`src/rtl/seq_detector_param.sv`:
```
// Runtime-programmable serial bit-pattern detector with a registered one-cycle
// match pulse and a saturating match counter.
module seq_detector_param #(
  parameter int unsigned MAX_LEN = 8,
  parameter int unsigned CNT_W   = 8,
  parameter logic [MAX_LEN-1:0] DEF_PAT = 8'b0000_1010,
  parameter int unsigned DEF_LEN = 4,
  parameter logic        DEF_OVL = 1'b1
) (
  input  logic                         clk,
  input  logic                         reset,
  input  logic                         in_valid,
  input  logic                         in,
  input  logic                         cfg_load,
  input  logic [MAX_LEN-1:0]           cfg_pattern,
  input  logic [$clog2(MAX_LEN+1)-1:0] cfg_len,
  input  logic                         cfg_overlap,
  input  logic                         cnt_clr,
  output logic                         out,
  output logic [CNT_W-1:0]             match_count,
  output logic [$clog2(MAX_LEN+1)-1:0] cur_len
);

  localparam int unsigned LW = $clog2(MAX_LEN+1);
  localparam logic [LW-1:0] MAX_L = LW'(MAX_LEN);

  logic [MAX_LEN-1:0] r_pat;
  logic [LW-1:0]      r_len;
  logic               r_ovl;
  logic [MAX_LEN-1:0] r_hist;
  logic [LW-1:0]      r_fill;
  logic               r_out;
  logic [CNT_W-1:0]   r_cnt;

  logic [MAX_LEN-1:0] w_hist_nx;
  logic [LW-1:0]      w_fill_nx;
  logic [MAX_LEN-1:0] w_mask;
  logic [LW-1:0]      w_len_clamped;
  logic               w_match;

  always_comb begin
    w_hist_nx = {r_hist[MAX_LEN-2:0], in};
    w_fill_nx = (r_fill == MAX_L) ? r_fill : r_fill + LW'(1);
    // Only the low r_len bits of pattern and history take part in the compare.
    w_mask = '0;
    for (int unsigned i = 0; i < MAX_LEN; i++) begin
      w_mask[i] = (i < 32'(r_len));
    end
    w_match = (w_fill_nx >= r_len) && (((w_hist_nx ^ r_pat) & w_mask) == '0);
  end

  always_comb begin
    w_len_clamped = cfg_len;
    if (cfg_len == '0) begin
      w_len_clamped = LW'(1);
    end else if (cfg_len > MAX_L) begin
      w_len_clamped = MAX_L;
    end
  end

  always_ff @(posedge clk) begin
    if (reset) begin
      r_pat  <= DEF_PAT;
      r_len  <= LW'(DEF_LEN);
      r_ovl  <= DEF_OVL;
      r_hist <= '0;
      r_fill <= '0;
      r_out  <= 1'b0;
    end else if (cfg_load) begin
      r_pat  <= cfg_pattern;
      r_len  <= w_len_clamped;
      r_ovl  <= cfg_overlap;
      r_hist <= '0;
      r_fill <= '0;
      r_out  <= 1'b0;
    end else if (in_valid) begin
      r_hist <= w_hist_nx;
      r_fill <= (w_match && !r_ovl) ? '0 : w_fill_nx;
      r_out  <= w_match;
    end else begin
      r_out  <= 1'b0;
    end
  end

  always_ff @(posedge clk) begin
    if (reset || cnt_clr) begin
      r_cnt <= '0;
    end else if (!cfg_load && in_valid && w_match && (r_cnt != '1)) begin
      r_cnt <= r_cnt + CNT_W'(1);
    end
  end

  assign out         = r_out;
  assign match_count = r_cnt;
  assign cur_len     = r_len;

endmodule
```
`config.mk`:
```
export PLATFORM = sky130hd
export DESIGN_NAME = seq_detector_param
export DESIGN_NICKNAME = d
export VERILOG_FILES = /design/src/rtl/seq_detector_param.sv
export SDC_FILE = /design/constraint.sdc
export NUM_CORES = 1
export LEC_CHECK = 0
export ABC_AREA = 1
export BUFFER_PORTS_ARGS = -buffer_cell sky130_fd_sc_hd__clkbuf_2
export CORE_ASPECT_RATIO = 1.5
export CORE_UTILIZATION = 55
export CTS_BUF_LIST = sky130_fd_sc_hd__clkbuf_8
export DETAILED_ROUTE_END_ITERATION = 10
export PLACE_DENSITY = 0.79
export SETUP_SLACK_MARGIN = 0.1
export SYNTH_ARGS = -nofsm -noshare
export SYNTH_HDL_FRONTEND = slang
export SYNTH_SLANG_ARGS = --single-unit
```
`constraint.sdc`:
```
create_clock -name clk -period 3.94 [get_ports clk]
set_input_delay 0.197 -clock clk [delete_from_list [all_inputs] [get_ports clk]]
set_output_delay 0.197 -clock clk [all_outputs]
set_load 0.02 [all_outputs]
```
-- After elaboration in Yosys (flattened, before gate mapping)
Index checks and enable logic that the tools add are counted.
- flip-flop bits (word level): 33
- $add $sub $neg: 2
- reduce and logical (&&, ||, !) cells: 12
- bitwise logic cells: 3
- muxes and demuxes: 4
- equality and inequality tests: 2
- magnitude comparators: 10
- operator list (kind ; number):
    less-than comparator 3 x 4 -> 1 bit (first input constant) ; 4
    2-to-1 mux 4 bit ; 4
    adder 8 x 1 -> 8 bit (second input constant) ; 1
    bitwise AND 8 bit ; 1
    zero test 8 bit ; 1
    less-than comparator 1 x 4 -> 1 bit (first input constant) ; 2
    less-than comparator 2 x 4 -> 1 bit (first input constant) ; 2
    != test 8 bit (second input constant) ; 1
    bitwise XOR 8 bit ; 1
    logical AND 1 bit ; 5
    adder 4 x 1 -> 4 bit (second input constant) ; 1
    equality test 4 bit (second input constant) ; 1
    >= comparator 4 bit ; 1
    greater-than comparator 4 bit (second input constant) ; 1
    zero test 4 bit ; 1
    OR reduction 3 bit ; 1
    zero test 1 bit ; 2
    OR reduction 2 bit ; 1
    logical OR 1 bit ; 1
    inverter 1 bit ; 1

-- Longest topological paths before layout
- depth in word-level cells: 6
- depth in mapped cells: 14
- gate-level depth less buffers: 14

-- Worst setup path after synthesis
Ideal clock, no wire load.
- path type: reg-to-reg
- start point: register r_fill[0]
- end point: register r_cnt[3] (netlist: match_count[3])
- path buffers: 0
- slack: 2.022 ns
- setup time: 0.113 ns
- period minus slack after synthesis: 1.918 ns
- cell stages (with the launch flop): 15
- required time: 3.827 ns
- arrival time: 1.805 ns
- path through: dfxtp_1 > inv_1 > ha_1 > nand2_1 > nor2_1 > xor2_1 > ha_1 > o21bai_1 > nand3_1 > nand3_1 > inv_1 > nor2_4 > nand4_1 > nand2_1 > nor2_1
- cells in the longest elaborated chain, start to end: 6
- ends and longest elaborated chain (item ; line ; RTL):
    from (decl) ; 31 ; logic [LW-1:0] r_fill;
    from (signal assigned) ; 78 ; r_fill <= (w_match && !r_ovl) ? '0 : w_fill_nx;
    adder 4 x 1 -> 4 bit or equality test 4 bit (tied branches) ; 43 ; w_fill_nx = (r_fill == MAX_L) ? r_fill : r_fill + LW'(1);
    2-to-1 mux 4 bit (*) ; 43 ;
    >= comparator 4 bit (*) ; 49 ; w_match = (w_fill_nx >= r_len) && (((w_hist_nx ^ r_pat) & w_mask) == '0);
    logical AND 1 bit (*) ; 49 ;
    logical AND 1 bit (*) (2 in series) ; 88 ; end else if (!cfg_load && in_valid && w_match && (r_cnt != '1)) begin
    to (signal assigned) ; 89 ; r_cnt <= r_cnt + CNT_W'(1);
    to (decl) ; 33 ; logic [CNT_W-1:0] r_cnt;
Every way passes the cells marked *; elsewhere a longest branch is shown, timed or not.
A chain may end at the register's enable or synchronous reset.

-- Worst setup path after layout
- start point: register r_fill[0]
- end point: register r_fill[0]
- cells in the longest elaborated chain, start to end: 6
- ends and longest elaborated chain (item ; line):
    adder 4 x 1 -> 4 bit or equality test 4 bit (tied branches) ; 43
    2-to-1 mux 4 bit (*) ; 43
    >= comparator 4 bit ; 49
    logical AND 1 bit ; 49
    logical AND 1 bit ; 78
    2-to-1 mux 4 bit (*) ; 78
Marks and branches as above.

==> out/metrics.yaml <==
cts_tree: "built"
dp_cells: 339
wl_mm: 4.004
drtPass1Iterations: 4
track_usage: 0.2561
required_ns: 4.12
cts-root-buf: "clkbuf_8"
drc: 0
startpoint_type: "flip-flop"
worst_pin_slew_ns: 0.5345
syn-cell-area_um2: 1834
syn-num-nets: 299
min_period_ns: 2.150
status: "finished clean"
irDropWorstVdd_v: 0.0002525
syn_area_per_cell_um2: 6.719
syn-instance-count: 273
cellPowerDensity_nw_per_um2: 330.1
dieHeight_um: 72.73
tns_ns: 0
n_antenna_cell: 0
synth_cell_types: 24
p_switching_uw: 193.8
period_share: 0.5457
dieArea_um2: 3575
hold_violations: 0
drive_gt1_frac: 0.1792
io_buffers: 31
wl_per_cell_um: 11.54
io_pins: 32
power.internal_uw: 499.2
ys_ff_latch: 33
setup_viol: 0
viasPerCell: 5.190
max-cap-violations: 0
path_clk_slew_ns: 0.06
place_congestion: 0.8274
min-delay-path-class: "primary input to flip-flop"
postCtsSetupRepairBufs: 0
fmax_mhz: 465.1
leakage_nw: 1.037
core-area_um2: 3159
p_total_uw: 693.1
final_cell_area_um2: 2100
cts_resized: 0
placed_cell_area_um2: 2019
antenna_left: 0
antenna_found_initial: 0
switching_share: 0.2797
rsz0062_at_grt: "false"
worstSkewPairLatency_ns: 0.29
htreeDepth: 2
area_growth_pct: 14.46
rows: 25
crit_path_max_incr_delay_ns: 0.41
ys_seq_area_frac: 0.3602
slew_viol_final: 0
fin_nets: 332
clockBufferDepth: 2
overflow: 0
start_util: 0.5806
worst-path-max-fanout: 6
grt_max_degree: 16
drt_iter0_drc: 54
p_seq_frac: 0.514
clockPowerShare: 0.341
cts.sinks: 33
cts_buffers: 5
grt_pass1_wl_mm: 6.955
vias: 1801
holdBufCountCts: 0
dp_hpwl_mm: 3.129
cp.arrival_ns: 2.33
cp-end-kind: "flip-flop"
postLayoutCoreUtil: 0.6646
slew_headroom: 0.6424
fp.dieW_um: 49.15
slowest_stage: "dfxtp_1"
grt_pass1_vias: 1692
path_cells: "inv_1 > ha_1 > nand2_1 > nor2_1 > xor2_1 > ha_1 > o21bai_1 > nand3_1 > nand3_1 > inv_1 > nor2_4 > nand2_2 > nand2_1 > a21oi_1"
layout.cells.non_filler: 347
yosysWarnings: 0
power_frac_comb: 0.145
critical_path_class: "flip-flop to flip-flop"
fin_worst_skew_ns: 0.004141
-- through the flow --
stage / hold WS [ns] / worst slack (ns)
final: 0.1196 / 1.790
after global routing: 0.1391 / 1.587
after CTS: 0.1149 / 1.778
after detailed placement: 0.4189 / 1.796
after global placement: 0.4123 / 1.908
after floorplan: 0.3195 / 2.022
-- layout by cell type (no fill, tap or decap), drive strengths merged --
| master | synthesis | routed |
|---|---|---|
| a211oi | 1 | 1 |
| a21oi | 23 | 23 |
| clkbuf | 4 | 36 |
| dfxtp | 33 | 33 |
| ha | 7 | 7 |
| inv | 43 | 46 |
| nand2 | 73 | 73 |
| nand3 | 14 | 14 |
| nand4 | 9 | 9 |
| nor2 | 38 | 38 |
| nor3 | 1 | 1 |
| o211ai | 1 | 1 |
| o21a | 1 | 1 |
| o21ai | 19 | 19 |
| o21bai | 1 | 1 |
| xor2 | 4 | 4 |
-- metal layers --
metal,vias up,part of all wire,GRT usage
met3,7,0.036,0.04583
li1,930,-,-
met5,-,0,0
met1,822,0.40,0.2672
met2,42,0.55,0.4855
met4,0,0.018,0.1209
-- final cells by class --
type                    count  area (um2)
multi-input cells         192       992.2
clock inverters             3       11.26
repair buffers             31       155.1
fillers                   306        1060
inverters                  43       161.4
clock buffers               5       68.82
well taps                  40       50.05
flip-flops and latches     33       660.6
-- kinds of logic (layout without fill, tap and decap cells) --
kind of cell             count (synthesis)  count (layout)  share of synthesized area
AND/OR/NAND/NOR                        135             135                     0.3370
adder cells (fa/ha/maj)                  7               7                    0.04775
flip-flops                              33              33                     0.3602
XOR/XNOR                                 4               4                    0.01910
buffers and inverters                   48              82                    0.09890
AO/OA/AOI/OAI                           46              46                     0.1371
-- cells in the mapped netlist --
cell type  count  area share
nand2_1       67        0.14
inv_1         40       0.082
dfxtp_1       33        0.36
nor2_1        32       0.065
a21oi_1       22       0.060
o21ai_0       19       0.052
nand3_1       13       0.035
nand4_1        8       0.027
ha_1           7       0.048
nand2_2        6       0.020
clkbuf_1       4      0.0082
xor2_1         4       0.019
inv_2          3      0.0061
nor2_2         3       0.010
nor2_4         3       0.018
a211oi_1       1      0.0041
a21oi_4        1      0.0089
buf_2          1      0.0027
nand3_2        1      0.0055
nand4_4        1       0.012
nor3_2         1      0.0055
o211ai_1       1      0.0041
o21a_1         1      0.0041
o21bai_1       1      0.0041
-- worst max-delay path, delay by kind of cell (launching register included) --
kind / cells / cell delay, ns
simple gates: 7 / 0.73
flops: 1 / 0.41
fa+ha+maj: 2 / 0.38
compound gates: 2 / 0.20
buf+inv: 2 / 0.16
xor+xnor: 1 / 0.16
-- registers in the layout (all words and copies together) (netlist names) --
signal	cells
r_hist	7
match_count	8
r_ovl	1
r_pat	8
r_fill	4
out	1
cur_len	4
-- power by group through the flow --
stage,Combinational [mW],Clock [mW],Sequential (mW)
global route,0.116,0.253,0.358
floorplan,0.0721,0,0.364
detailed placement,0.102,0,0.363
global placement,0.0985,0,0.363
finish,0.101,0.236,0.356
CTS,0.102,0.243,0.356
-- worst paths after layout --
| path | from | endpoint | slack [ns] | cells after the start |
|---|---|---|---|---|
| worst max register to register | r_fill[0]$_SDFFE_PP0P_ | r_fill[0]$_SDFFE_PP0P_ | 1.79 | 14 |
| worst max-delay path | r_fill[0]$_SDFFE_PP0P_ | r_fill[0]$_SDFFE_PP0P_ | 1.79 | 14 |
| worst min register to register | r_pat[5]$_SDFFE_PP0P_ | r_pat[5]$_SDFFE_PP0P_ | 0.48 | 2 |
| worst min-delay path | cfg_pattern[1] | r_pat[1]$_SDFFE_PP1P_ | 0.12 | 3 |
(Power assumes the default switching activity.)
